[config.mk]
export PLATFORM = sky130hd
export DESIGN_NAME = uart_tx_fifo_flat
export DESIGN_NICKNAME = d
export VERILOG_FILES = /design/src/rtl/uart_pkg.sv /design/src/rtl/uart_tx_fifo_if.sv /design/src/rtl/baud_gen.sv /design/src/rtl/uart_tx_fifo.sv /design/src/flat_wrapper.sv
export SDC_FILE = /design/constraint.sdc
export NUM_CORES = 1
export LEC_CHECK = 0
export BUFFER_PORTS_ARGS = -buffer_cell sky130_fd_sc_hd__clkbuf_2
export CAP_MARGIN = 10
export CELL_PAD_IN_SITES_DETAIL_PLACEMENT = 1
export CELL_PAD_IN_SITES_GLOBAL_PLACEMENT = 2
export CORE_UTILIZATION = 37
export CTS_BUF_LIST = sky130_fd_sc_hd__clkbuf_4 sky130_fd_sc_hd__clkbuf_8
export CTS_CLUSTER_DIAMETER = 40
export DETAILED_ROUTE_END_ITERATION = 10
export MAX_ROUTING_LAYER = met4
export PLACE_DENSITY_LB_ADDON = 0.2
export SLEW_MARGIN = 15
export SYNTH_ARGS = -nofsm -noshare
export SYNTH_HDL_FRONTEND = slang
export SYNTH_SLANG_ARGS = --single-unit
[constraint.sdc]
create_clock -name clk -period 2.35 [get_ports clk]
set_input_delay 0.47 -clock clk [delete_from_list [all_inputs] [get_ports clk]]
set_output_delay 0.47 -clock clk [all_outputs]
set_load 0.1 [all_outputs]
[src/rtl/uart_pkg.sv]
// Shared UART definitions: FSM state encoding, default frame parameters and
// the counter-width helper used by the transmit (and later receive) side.
package uart_pkg;

  localparam int DBIT_DEF       = 8;
  localparam int OVS_DEF        = 16;
  localparam int SB_TICK_DEF    = 16;
  localparam int DVSR_WIDTH_DEF = 11;

  typedef enum logic [1:0] {
    IDLE,
    START,
    DATA,
    STOP
  } state_t;

  // Bits needed to count 0..n-1, never less than one.
  function automatic int cnt_width(input int n);
    return (n < 2) ? 1 : $clog2(n);
  endfunction

endpackage

[src/rtl/uart_tx_fifo_if.sv]
// FIFO read port between the transmit FIFO (slave) and its single reader, the
// UART transmitter (master).
interface uart_tx_fifo_if #(
  parameter int DBIT = 8
);
  logic            fifo_empty;
  logic [DBIT-1:0] fifo_r_data;
  logic            fifo_rd;

  modport master (input fifo_empty, input fifo_r_data, output fifo_rd);
  modport slave  (output fifo_empty, output fifo_r_data, input fifo_rd);
endinterface

[src/rtl/baud_gen.sv]
// Oversampling baud tick generator: one tick every dvsr+1 clk cycles.
module baud_gen #(
  parameter int DVSR_WIDTH = 11
) (
  input  logic                  clk,
  input  logic                  reset,
  input  logic [DVSR_WIDTH-1:0] dvsr,
  output logic                  tick
);

  logic [DVSR_WIDTH-1:0] r_count;
  logic                  w_wrap;

  // A >= compare lets a lowered divisor take effect without overrunning.
  assign w_wrap = (r_count >= dvsr);
  assign tick   = w_wrap;

  // NOTE: sequential state uses non-blocking assignments so every register
  // samples pre-edge values and simulation matches the synthesized flops.
  always_ff @(posedge clk or posedge reset) begin
    if (reset) begin
      r_count <= '0;
    end else if (w_wrap) begin
      r_count <= '0;
    end else begin
      r_count <= r_count + 1'b1;
    end
  end

endmodule

[src/rtl/uart_tx_fifo.sv]
// UART transmit stage: pops bytes from the TX FIFO and shifts them out as
// start + DBIT data bits (LSB first) + stop frames on a registered tx line.
module uart_tx_fifo
  import uart_pkg::*;
#(
  parameter int DBIT       = DBIT_DEF,
  parameter int SB_TICK    = SB_TICK_DEF,
  parameter int OVS        = OVS_DEF,
  parameter int DVSR_WIDTH = DVSR_WIDTH_DEF
) (
  input  logic                  clk,
  input  logic                  reset,
  input  logic [DVSR_WIDTH-1:0] dvsr,
  input  logic                  tx_en,
  uart_tx_fifo_if.master        fifo,
  output logic                  tx,
  output logic                  tx_busy,
  output logic                  tx_done_tick
);

  localparam int S_W = cnt_width((OVS > SB_TICK) ? OVS : SB_TICK);
  localparam int N_W = cnt_width(DBIT);
  localparam logic [S_W-1:0] S_OVS_LAST = S_W'(OVS - 1);
  localparam logic [S_W-1:0] S_SB_LAST  = S_W'(SB_TICK - 1);
  localparam logic [N_W-1:0] N_LAST     = N_W'(DBIT - 1);

  state_t          r_state, w_state_next;
  logic [S_W-1:0]  r_s, w_s_next;
  logic [N_W-1:0]  r_n, w_n_next;
  logic [DBIT-1:0] r_b, w_b_next;
  logic            r_tx, w_tx_next;
  logic            w_tick, w_rd, w_done;

  baud_gen #(.DVSR_WIDTH(DVSR_WIDTH)) u_baud_gen (
    .clk  (clk),
    .reset(reset),
    .dvsr (dvsr),
    .tick (w_tick)
  );

  always_ff @(posedge clk or posedge reset) begin
    if (reset) begin
      r_state <= IDLE;
      r_s     <= '0;
      r_n     <= '0;
      r_b     <= '0;
      r_tx    <= 1'b1;
    end else begin
      r_state <= w_state_next;
      r_s     <= w_s_next;
      r_n     <= w_n_next;
      r_b     <= w_b_next;
      r_tx    <= w_tx_next;
    end
  end

  // NOTE: every output of this block is given a default before the case so
  // no path leaves a signal unassigned, which would infer a latch.
  always_comb begin
    w_state_next = r_state;
    w_s_next     = r_s;
    w_n_next     = r_n;
    w_b_next     = r_b;
    w_tx_next    = 1'b1;
    w_rd         = 1'b0;
    w_done       = 1'b0;
    unique case (r_state)
      IDLE: begin
        // Gating with reset keeps the FIFO from being popped while held in reset.
        if (tx_en && !fifo.fifo_empty && !reset) begin
          w_rd         = 1'b1;
          w_b_next     = fifo.fifo_r_data;
          w_s_next     = '0;
          w_state_next = START;
        end
      end
      START: begin
        w_tx_next = 1'b0;
        if (w_tick) begin
          if (r_s == S_OVS_LAST) begin
            w_s_next     = '0;
            w_n_next     = '0;
            w_state_next = DATA;
          end else begin
            w_s_next = r_s + 1'b1;
          end
        end
      end
      DATA: begin
        w_tx_next = r_b[0];
        if (w_tick) begin
          if (r_s == S_OVS_LAST) begin
            w_s_next = '0;
            w_b_next = r_b >> 1;
            if (r_n == N_LAST) begin
              w_state_next = STOP;
            end else begin
              w_n_next = r_n + 1'b1;
            end
          end else begin
            w_s_next = r_s + 1'b1;
          end
        end
      end
      STOP: begin
        if (w_tick) begin
          if (r_s == S_SB_LAST) begin
            w_done       = 1'b1;
            w_state_next = IDLE;
          end else begin
            w_s_next = r_s + 1'b1;
          end
        end
      end
      default: w_state_next = IDLE;
    endcase
  end

  assign tx           = r_tx;
  assign tx_busy      = (r_state != IDLE);
  assign tx_done_tick = w_done;
  assign fifo.fifo_rd = w_rd;

endmodule
[src/flat_wrapper.sv]
// flat-port wrapper written by rule: the top's interface ports become plain ports
module uart_tx_fifo_flat import uart_pkg::*;
#(
  parameter int DBIT       = DBIT_DEF,
  parameter int SB_TICK    = SB_TICK_DEF,
  parameter int OVS        = OVS_DEF,
  parameter int DVSR_WIDTH = DVSR_WIDTH_DEF
)
  (clk, reset, dvsr, tx_en, tx, tx_busy, tx_done_tick, fifo_fifo_empty, fifo_fifo_r_data, fifo_fifo_rd);
  uart_tx_fifo_if #(.DBIT(DBIT)) fifo_i ();
  input  logic clk;
  input  logic reset;
  input  logic [DVSR_WIDTH-1:0] dvsr;
  input  logic tx_en;
  output logic tx;
  output logic tx_busy;
  output logic tx_done_tick;
  input wire logic [$bits(fifo_i.fifo_empty)-1:0] fifo_fifo_empty;
  input wire logic [$bits(fifo_i.fifo_r_data)-1:0] fifo_fifo_r_data;
  output wire logic [$bits(fifo_i.fifo_rd)-1:0] fifo_fifo_rd;
  assign fifo_i.fifo_empty = fifo_fifo_empty;
  assign fifo_i.fifo_r_data = fifo_fifo_r_data;
  assign fifo_fifo_rd = fifo_i.fifo_rd;
  uart_tx_fifo #(.DBIT(DBIT), .SB_TICK(SB_TICK), .OVS(OVS), .DVSR_WIDTH(DVSR_WIDTH)) u_core (.clk(clk), .reset(reset), .dvsr(dvsr), .tx_en(tx_en), .fifo(fifo_i), .tx(tx), .tx_busy(tx_busy), .tx_done_tick(tx_done_tick));
endmodule
# --- Yosys cells after proc, flatten, opt, wreduce, memory -nomap -nowiden ---
# Cells that the tools add are included.
word_totals:
  inputBits: 23
  regBits: 29
op_classes:
  n_mux: 32
  eq_ne: 16
  n_reduce_logical: 13
  addsub: 3
  n_lt_le_gt_ge: 1
op_table:
  columns: ["operator", "n"]
  rows:
  - ["two-way mux 8 bit", 3]
  - ["two-way mux 4 bit", 5]
  - ["two-way mux 2 bit", 8]
  - ["case mux 8 bit (2 select lines)", 1]
  - ["two-way mux 3 bit", 5]
  - ["!= test 2 x 1 -> 1 bit, second input constant", 6]
  - ["case mux 4 bit (3 select lines)", 1]
  - ["adder 11 x 1 -> 11 bit, second input constant", 1]
  - ["greater-or-equal comparator 11 bit", 1]
  - ["two-way mux 11 bit", 1]
  - ["!= test 2 bit, second input constant", 5]
  - ["case mux 2 bit (4 select lines)", 1]
  - ["AND reduction 4 bit", 2]
  - ["AND reduction 8 bit", 1]
  - ["case mux 3 bit (2 select lines)", 1]
  - ["AND reduction 6 bit", 1]
  - ["nonzero test 2 bit", 3]
  - ["two-way mux 1 bit", 5]
  - ["adder 4 x 1 -> 4 bit, second input constant", 1]
  - ["equality test 2 bit, second input constant", 2]
  - ["equality test 4 bit, second input constant", 1]
  - ["adder 3 x 1 -> 3 bit, second input constant", 1]
  - ["equality test 3 bit, second input constant", 1]
  - ["equality test 2 x 1 -> 1 bit, second input constant", 1]
  - ["other kinds (5)", 7]

# --- Logic depth before layout (Yosys ltp) ---
# Gate-level depths: netlist of run 1.
logic_depth:
  depth_word: 5
  depth_mapped: 9
  depth_no_buf: 8

# --- Cells and area by module ---
# A second synthesis of run 1 with hierarchy kept.
hier_totals:
  hier_cells: 181
  area_unflattened_um2: 1845.5
by_module_without_submodules:
  columns: ["mod", "cells_per_inst", "seq_area_each_um2", "instances", "area_per_inst_um2"]
  rows:
  - ["uart_tx_fifo", 96, 451.7, 1, 1089.8]
  - ["baud_gen", 85, 275.3, 1, 755.7]

# --- Worst setup path after synthesis of run 1 ---
# No wires, ideal clock.
synth_timing:
  path_type: "register to output"
  from: "reg u_core.r_state[0]"
  to: "out fifo_fifo_rd"
  required_ps: 1880
  arrival_ps: 2543
  stages_incl_launch_ff: 5
  path_slack_ps: -663
  path_cell_list: "dfrtp_1 -> inv_1 -> ha_1 -> inv_1 -> nor2_1"
synth_between:
  elab_chain_cells: 2
synth_lines:
  columns: ["item", "line_no", "rtl"]
  rows:
  - ["start: declaration", "uart_tx_fifo.sv:27", "state_t r_state, w_state_next;"]
  - ["start signal: assignment", "uart_tx_fifo.sv:49", "r_state <= w_state_next;"]
  - ["logical NOT 2 bit", "uart_tx_fifo.sv:67", "unique case (r_state)"]
  - ["two-way mux 1 bit", "uart_tx_fifo.sv:67", null]
  - ["end: declaration", "flat_wrapper.sv:20", "output wire logic [$bits(fifo_i.fifo_rd)-1:0] fifo_fifo_rd;"]
# No other way between the ends.

# --- Final worst setup path of run 1 ---
layout_timing:
  from: "reg u_core.u_baud_gen.r_count[4]"
  to: "out tx_done_tick"
layout_between:
  elab_chain_cells: 3
layout_lines:
  columns: ["item", "line_no", "rtl"]
  rows:
  - ["start: declaration", "baud_gen.sv:11", "logic [DVSR_WIDTH-1:0] r_count;"]
  - ["start signal: assignment", "baud_gen.sv:26", "r_count <= r_count + 1'b1;"]
  - ["greater-or-equal comparator 11 bit", "baud_gen.sv:15", "assign w_wrap = (r_count >= dvsr);"]
  - ["two-way mux 1 bit", "uart_tx_fifo.sv:106", "if (w_tick) begin"]
  - ["two-way mux 1 bit", "uart_tx_fifo.sv:67", null]
  - ["end: declaration", "flat_wrapper.sv:17", "output logic tx_done_tick;"]
# No other way between the ends.

==> reports/results.txt, run 1 <==
Outcome: finished with violations
Failing checks: negative setup slack
Post-route antenna net violation count: 0
Routed WL: 4.24 mm
Input/output buffers: 26
Reg2reg setup slack: 0.12 ns
Via count: 1442
Crit path launch: u_core.u_baud_gen.r_count[4]
Synthesis-stage register bit count: 29
Maximum VDD drop: 409 µV
Worst Hold Slack: 0.258 ns
Initial Util: 0.387
CP delay by family, top: simple AND/OR/NAND/NOR gates
Layout Nets: 271
Synth Area in XOR/XNOR: 0.0477
CORE AREA: 4750 µm²
Fin worst setup slack: -0.0949 ns
Critical Path End Type: output port
Slew Viols, Final: 0
Placement Rows: 25
Mapped Avg Cell Area: 10.0 µm²
Part of the cycle the worst path needs: 1.04
Fraction of layout cells with a size suffix above 1: 0.370
Cell area after synthesis: 1840 µm²
Htree depth: 2
Cell Pwr Density: 1090 nW/µm²
Vias in the first global route: 1616
Mux share of post-synthesis cell area: 0.137
Post-DP HPWL: 3.17 mm
CTS Buf Count: 5
Syn Nets: 225
DRC violations left: 0
Post-Synth Simple-Gate Area: 0.133
Post-Synthesis Cells: 183
Commonest cells after routing, fill and taps aside: dfrtp_1 (28), clkbuf_2 (24), inv_1 (23), nor2_1 (19), buf_4 (17)
Slew @ Worst Pin: 0.542 ns
Final Power: 2.59 mW
Post-Synth Adder-Cell Area: 0.129
Die extent in x: 72.5 µm
Lkg Pwr: 1.18 nW
Synth cell types: 33
Number of synthesized flops with an enable pin: 0
First-pass GRT wire length: 7.51 mm
Initial antenna violation count: 0
Synth Area in Compound Gates: 0.0987
RR Endpoint: u_core.r_b[2]
Setup TNS: -0.0949 ns
Global-route usage over all layers: 0.194
Clock network fraction of total power: 0.166
Max-Cap Viols: 0
Hold WC Path Type: in2async
WP buf/inv: 1
Die Y: 72.5 µm
DR iter-0 viols: 54
Ys Warns: 0
RR Startpoint: u_core.u_baud_gen.r_count[4]
CTS Root Cell: clkbuf_8
Layout area overhead: 28.6%
Leading cell type in the layout, fill and taps excluded: dfrtp_1
I/O pin total: 27
Register area share after synthesis: 0.396
DR vias/cell: 4.86
P_sw: 1.03 mW
Ant diodes: 0
Post-synth ARST share: 1.00
Slew headroom: 0.640
Most used DFF post-synth: dfrtp_1
Layout fillers: 557
CTS Buffer Depth: 2
DP Cell Count: 282
Critical Path AT: 1.97 ns
RSZ-0062 raised after global routing: true
Hold_buf cts: 0
Drt wl/cell: 14.3 µm
# clock sinks: 29
Logic pwr share: 0.515
Switching portion of total power: 0.398
CP Class: reg2out
DIE AREA: 5250 µm²
TritonRoute pass-1 iters: 4
Minimum clock period: 2.44 ns
GR Overflow Total: 0
Clk_skew: 0.00720 ns
Pre-CTS WS: -0.211 ns
Cell count of the worst reg-to-reg path: 8
Final-report setup violation count: 1
TritonCTS clock tree: built
Final hold vios: 0
GPL Wtd Cong: 0.752
Clk_lat worst skew: 0.28 ns
Internal Power: 1.56 mW
Largest net degree at the start of global routing: 30
Max stage delay on crit path: 0.42 ns
Clock-pin slew on the worst setup and hold paths: 0.07 ns
Largest family of logic cells by synthesized area: multiplexers
Slowest cell on the critical path: dfrtp_1
Non-Filler Instances: 297
WP data required: 1.88 ns
Crit-path cells: ha_4 -> and3_4 -> a221o_1 -> nand2_2 -> a31oi_4 -> and2_4 -> buf_12
Largest fanout on the critical path: 2
Setup crit start kind: register
Seq pwr share: 0.320
Achievable frequency: 409 MHz
==> repair_timing <==
item	CTS	global route
buffers inserted	6	1
endpoints found under the setup margin	8	11
pin swaps	7	4
gates resized for setup	6	8
==> worst reg2reg max path, stage by stage, from the launching register on <==
cell	delay, ns
dfrtp_1	0.42
ha_4	0.22
and3_4	0.18
a221o_1	0.36
nand2_2	0.10
a31oi_4	0.08
buf_4	0.17
a31o_4	0.28
mux2_4	0.31
==> cell usage after synthesis, types with 3 or more instances <==
master    count  area, µm²
ha_1         19        238
a21oi_1       4       20.0
mux2_4        8        120
mux2i_1       3       30.0
o21ai_0       7       35.0
a22oi_1       3       22.5
and3_1        3       18.8
nor3_1        3       15.0
nor2_1       21       78.8
mux2_2        9        101
xor2_1        4       35.0
inv_1        23       86.3
clkbuf_1      3       11.3
dfrtp_1      28        701
xnor2_1       6       52.6
nand2_1      15       56.3
nand3_1       8       40.0
==> cells by family after synthesis <==
group	count (synthesis)
muxes	20
DFF	29
adders and majority gates	19
and+or+nand+nor	55
buffers and inverters	27
AOI/OAI and AO/OA	23
xor gates and xnor gates	10
==> worst max path at each step <==
stage | end | slack (ns) | cells past startpoint
floorplan | u_core.r_b[0] | 0.05 | 7
global placement | u_core.r_b[1] | -0.13 | 9
detailed placement | u_core.r_b[5] | -0.21 | 9
CTS | tx_done_tick | -0.11 | 7
global route | tx_done_tick | -0.18 | 7
finish | tx_done_tick | -0.09 | 7
==> flip-flops by register name (all words and copies together), names as in the netlist <==
signal	count
u_core.r_n	3
u_core.r_state	2
u_core.u_baud_gen.r_count	11
u_core.r_s	4
u_core.tx	1
u_core.r_b	8
==> per-stage QoR <==
stage | utilization | instance area [µm²]
2_1_floorplan | - | 1850
3_3_place_gp | 0.448 | 2130
3_5_place_dp | 0.448 | 2130
4_1_cts | 0.483 | 2300
5_1_grt | 0.497 | 2360
6_report | 0.497 | 2360
==> power by group through the flow <==
| stage | Clock, mW | Sequential, mW | Combinational [mW] |
|---|---|---|---|
| after floorplan | 0 | 0.867 | 0.865 |
| after global placement | 0 | 0.820 | 1.19 |
| after detailed placement | 0 | 0.831 | 1.25 |
| after CTS | 0.449 | 0.820 | 1.30 |
| after global routing | 0.470 | 0.857 | 1.50 |
| final | 0.428 | 0.827 | 1.33 |
==> final cells by class <==
type / instances / area, µm² / share of cell area
sequential: 29 / 727 / 0.308
clock buffer: 8 / 91.3 / 0.0386
multi-input combinational: 127 / 1100 / 0.465
inverter: 23 / 86.3 / 0.0365
timing repair buffer: 43 / 275 / 0.116
tap: 67 / 83.8 / 0.0355
==> per-layer routing <==
layer	up-vias	track usage	part of all wire
li1	700	-	-
met1	720	0.216	0.43
met2	16	0.343	0.53
met3	6	0.0458	0.021
met4	0	0.0588	0.012
met5	-	-	0
(Power assumes the default switching activity.)
==> inputs of run 2 (changes only) <==
Settings changed: SYNTH_HIERARCHICAL set to 1.
==> reports/results.txt, run 2 <==
Register area share after synthesis: 0.394 (-0.00161)
Layout Nets: 278 (+2.6%)
GPL Wtd Cong: 0.723 (-3.9%)
Cell Pwr Density: 1220 nW/µm² (+12%)
Post-synth ARST share: 1.00 (unchanged)
Cell area after synthesis: 1850 µm² (+0.41%)
Commonest cells after routing, fill and taps aside: dfrtp_1 (28), clkbuf_2 (24), buf_4 (21), nor2_1 (16), inv_1 (15)
CTS Buf Count: 5 (unchanged)
Top cells by count, synth: dfrtp_1 (28), ha_1 (20), inv_1 (20)
Die extent in x: 72.6 µm (+0.20%)
Max stage delay on crit path: 0.41 ns (about the same)
Final-report setup violation count: 11 (+10)
Non-Filler Instances: 303 (+2.0%)
WP data required: 1.88 ns (about the same)
Worst Hold Slack: 0.208 ns (-0.0503 ns)
Routed wl met2: 2.28 mm (+1.2%)
Syn Nets: 224 (-0.44%)
Final Power: 3.11 mW (+20%)
Post-route cell area: 2540 µm² (+7.5%)
Clock-pin slew on the worst setup and hold paths: 0.06 ns (about the same)
Synthesis-stage register bit count: 29 (unchanged)
Placement Cell Area: 2280 µm² (+7.3%)
Synth area leaders: dfrtp_1 (38%), ha_1 (14%), mux2_2 (9.2%), inv_1 (4.1%), xor2_1 (3.8%)
I/O pin total: 27 (unchanged)
Slew headroom: 0.516 (-0.124)
Via count: 1494 (+3.6%)
Drt wl/cell: 14.0 µm (-1.8%)
Max-Cap Viols: 0 (unchanged)
Initial Util: 0.388 (+0.00158)
Area of the multi-input gates: 1180 µm² (+7.3%)
Register with the most flip-flops: u_core/u_baud_gen/r_count
Hold WC Path Type: in2async
Pre-CTS WS: -0.265 ns (-0.0544 ns)
Met1 Routed Length: 1.76 mm (-4.4%)
Failing checks: negative setup slack
CP Class: reg2out
Layout area overhead: 37.7%
CTS Buffer Depth: 2 (unchanged)
Layout fillers: 536 (-3.8%)
Leading cell type in the layout, fill and taps excluded: dfrtp_1
Minimum clock period: 2.58 ns (+0.140 ns)
Post-DP HPWL: 3.18 mm (+0.44%)
Initial antenna violation count: 0 (unchanged)
CTS Root Cell: clkbuf_8
# clock sinks: 29 (unchanged)
Register area: 727 µm² (unchanged)
Achievable frequency: 387 MHz (-5.4%)
Slew @ Worst Pin: 0.725 ns (+0.183 ns)
Synth top area share: 0.380 (-0.00155)
Most used DFF post-synth: dfrtp_1
Routed WL: 4.25 mm (+0.19%)
Slowest cell on the critical path: dfrtp_1
Synth cell types: 43 (+30%)
Setup TNS: -2.01 ns (-1.91 ns)
Input/output buffers: 26 (unchanged)
Placement Rows: 25 (unchanged)
Maximum VDD drop: 712 µV (+74%)
Hold_buf cts: 0 (unchanged)
Crit-path cells: ha_4 -> nand2_4 -> nor4_4 -> a221o_1 -> nand4_4 -> buf_6 -> nor2_4 -> buf_12
GR Overflow Total: 0 (unchanged)
DR iter-0 viols: 45 (-17%)
TritonRoute pass-1 iters: 4 (unchanged)
DR vias/cell: 4.93 (+1.6%)
Ys Warns: 6 (+6)
Largest net degree at the start of global routing: 19 (-37%)
DP Cell Count: 286 (+1.4%)
Slew Viols, Final: 0 (unchanged)
TritonCTS clock tree: built
Largest register FFs: 11 (unchanged)
Largest regs: u_core/u_baud_gen/r_count x11, u_core/r_b x8, u_core/r_s x4
DRC violations left: 0 (unchanged)
Count leader, synth: dfrtp_1
Post-route antenna net violation count: 0 (unchanged)
Part of the cycle the worst path needs: 1.10 (+0.0595)
Critical Path End Type: output port
DIE AREA: 5270 µm² (+0.40%)
Metal3 WL: 139 µm (+56%)
Clk_lat worst skew: 0.28 ns (about the same)
Post-Synthesis Cells: 181 (-1.1%)
Lkg Pwr: 1.24 nW (+5.2%)
Htree depth: 2 (unchanged)
Vias in the first global route: 1677 (+3.8%)
Fin worst setup slack: -0.235 ns (-0.140 ns)
CORE AREA: 4750 µm² (unchanged)
Clk_skew: 0.00754 ns (+0.000337 ns)
Ant diodes: 0 (unchanged)
Synth area leader: dfrtp_1
Top layer in use: met4
Global-route usage over all layers: 0.186 (-0.00808)
RSZ-0062 raised after global routing: true
Fin util: 0.534 (+0.0374)
Number of synthesized flops with an enable pin: 0 (unchanged)
Die Y: 72.6 µm (+0.20%)
Setup crit start kind: register
Critical Path AT: 2.11 ns (+0.14 ns)
Mapped Avg Cell Area: 10.2 µm² (+1.5%)
Final hold vios: 0 (unchanged)
Fraction of layout cells with a size suffix above 1: 0.436 (+0.0669)
Largest fanout on the critical path: 2 (unchanged)
First-pass GRT wire length: 7.16 mm (-4.6%)
Outcome: finished with violations
run 2: final cells by class:
cell class              instances  area share
well taps                      67      0.0330
clock buffers                   8      0.0359
flip-flops and latches         29       0.286
repair buffers                 51       0.144
multi-input cells             128       0.464
inverters                      20      0.0364
run 2: cells by family (layout without fill, tap and decap cells):
group / Yosys count / count (layout) / synth area share
fa+ha+maj: 20 / 20 / 0.136
simple gates: 53 / 53 / 0.153
mux: 16 / 16 / 0.0969
buf+inv: 24 / 79 / 0.0664
compound gates: 30 / 30 / 0.112
xor+xnor: 9 / 9 / 0.0427
flops: 29 / 29 / 0.394
run 2: metal layers:
layer	vias to the layer above	track usage
met1	717	0.184
met4	0	0.0784
met3	8	0.0497
met5	-	-
li1	738	-
met2	31	0.342
run 2: final timing paths:
| kind | startpoint | endpoint | slack [ns] | depth (start not counted) |
|---|---|---|---|---|
| max | u_core/u_baud_gen/r_count[8] | tx_done_tick | -0.23 | 8 |
| min | reset | u_core/u_baud_gen/r_count[6] | 0.21 | 2 |
| max reg2reg | u_core/u_baud_gen/r_count[8] | u_core/r_b[0] | -0.23 | 11 |
| min reg2reg | u_core/r_b[0] | u_core/tx | 0.50 | 2 |
| max in group asynchronous | reset | u_core/r_b[1] | 1.55 | 2 |
| min in group clk | u_core/r_b[0] | u_core/tx | 0.50 | 2 |
run 2: timing repair:
item                                    CTS  global route
buffers inserted                          6             3
gates cloned                              0             0
endpoints found under the setup margin   10            15
pin swaps                                 7             1
resized for setup                         8            14
run 2: worst max-delay path, delay by kind of cell, from the launching register on:
kind / cells / cell delay, ns
and+or+nand+nor: 4 / 0.53
DFF: 1 / 0.41
buffers and inverters: 2 / 0.33
adders and majority gates: 1 / 0.30
AOI/OAI and AO/OA: 1 / 0.27
run 2: report_power, final:
part / switching (mW) / internal [mW]
Sequential: 0.159 / 0.699
Combinational: 0.916 / 0.916
Clock: 0.176 / 0.244
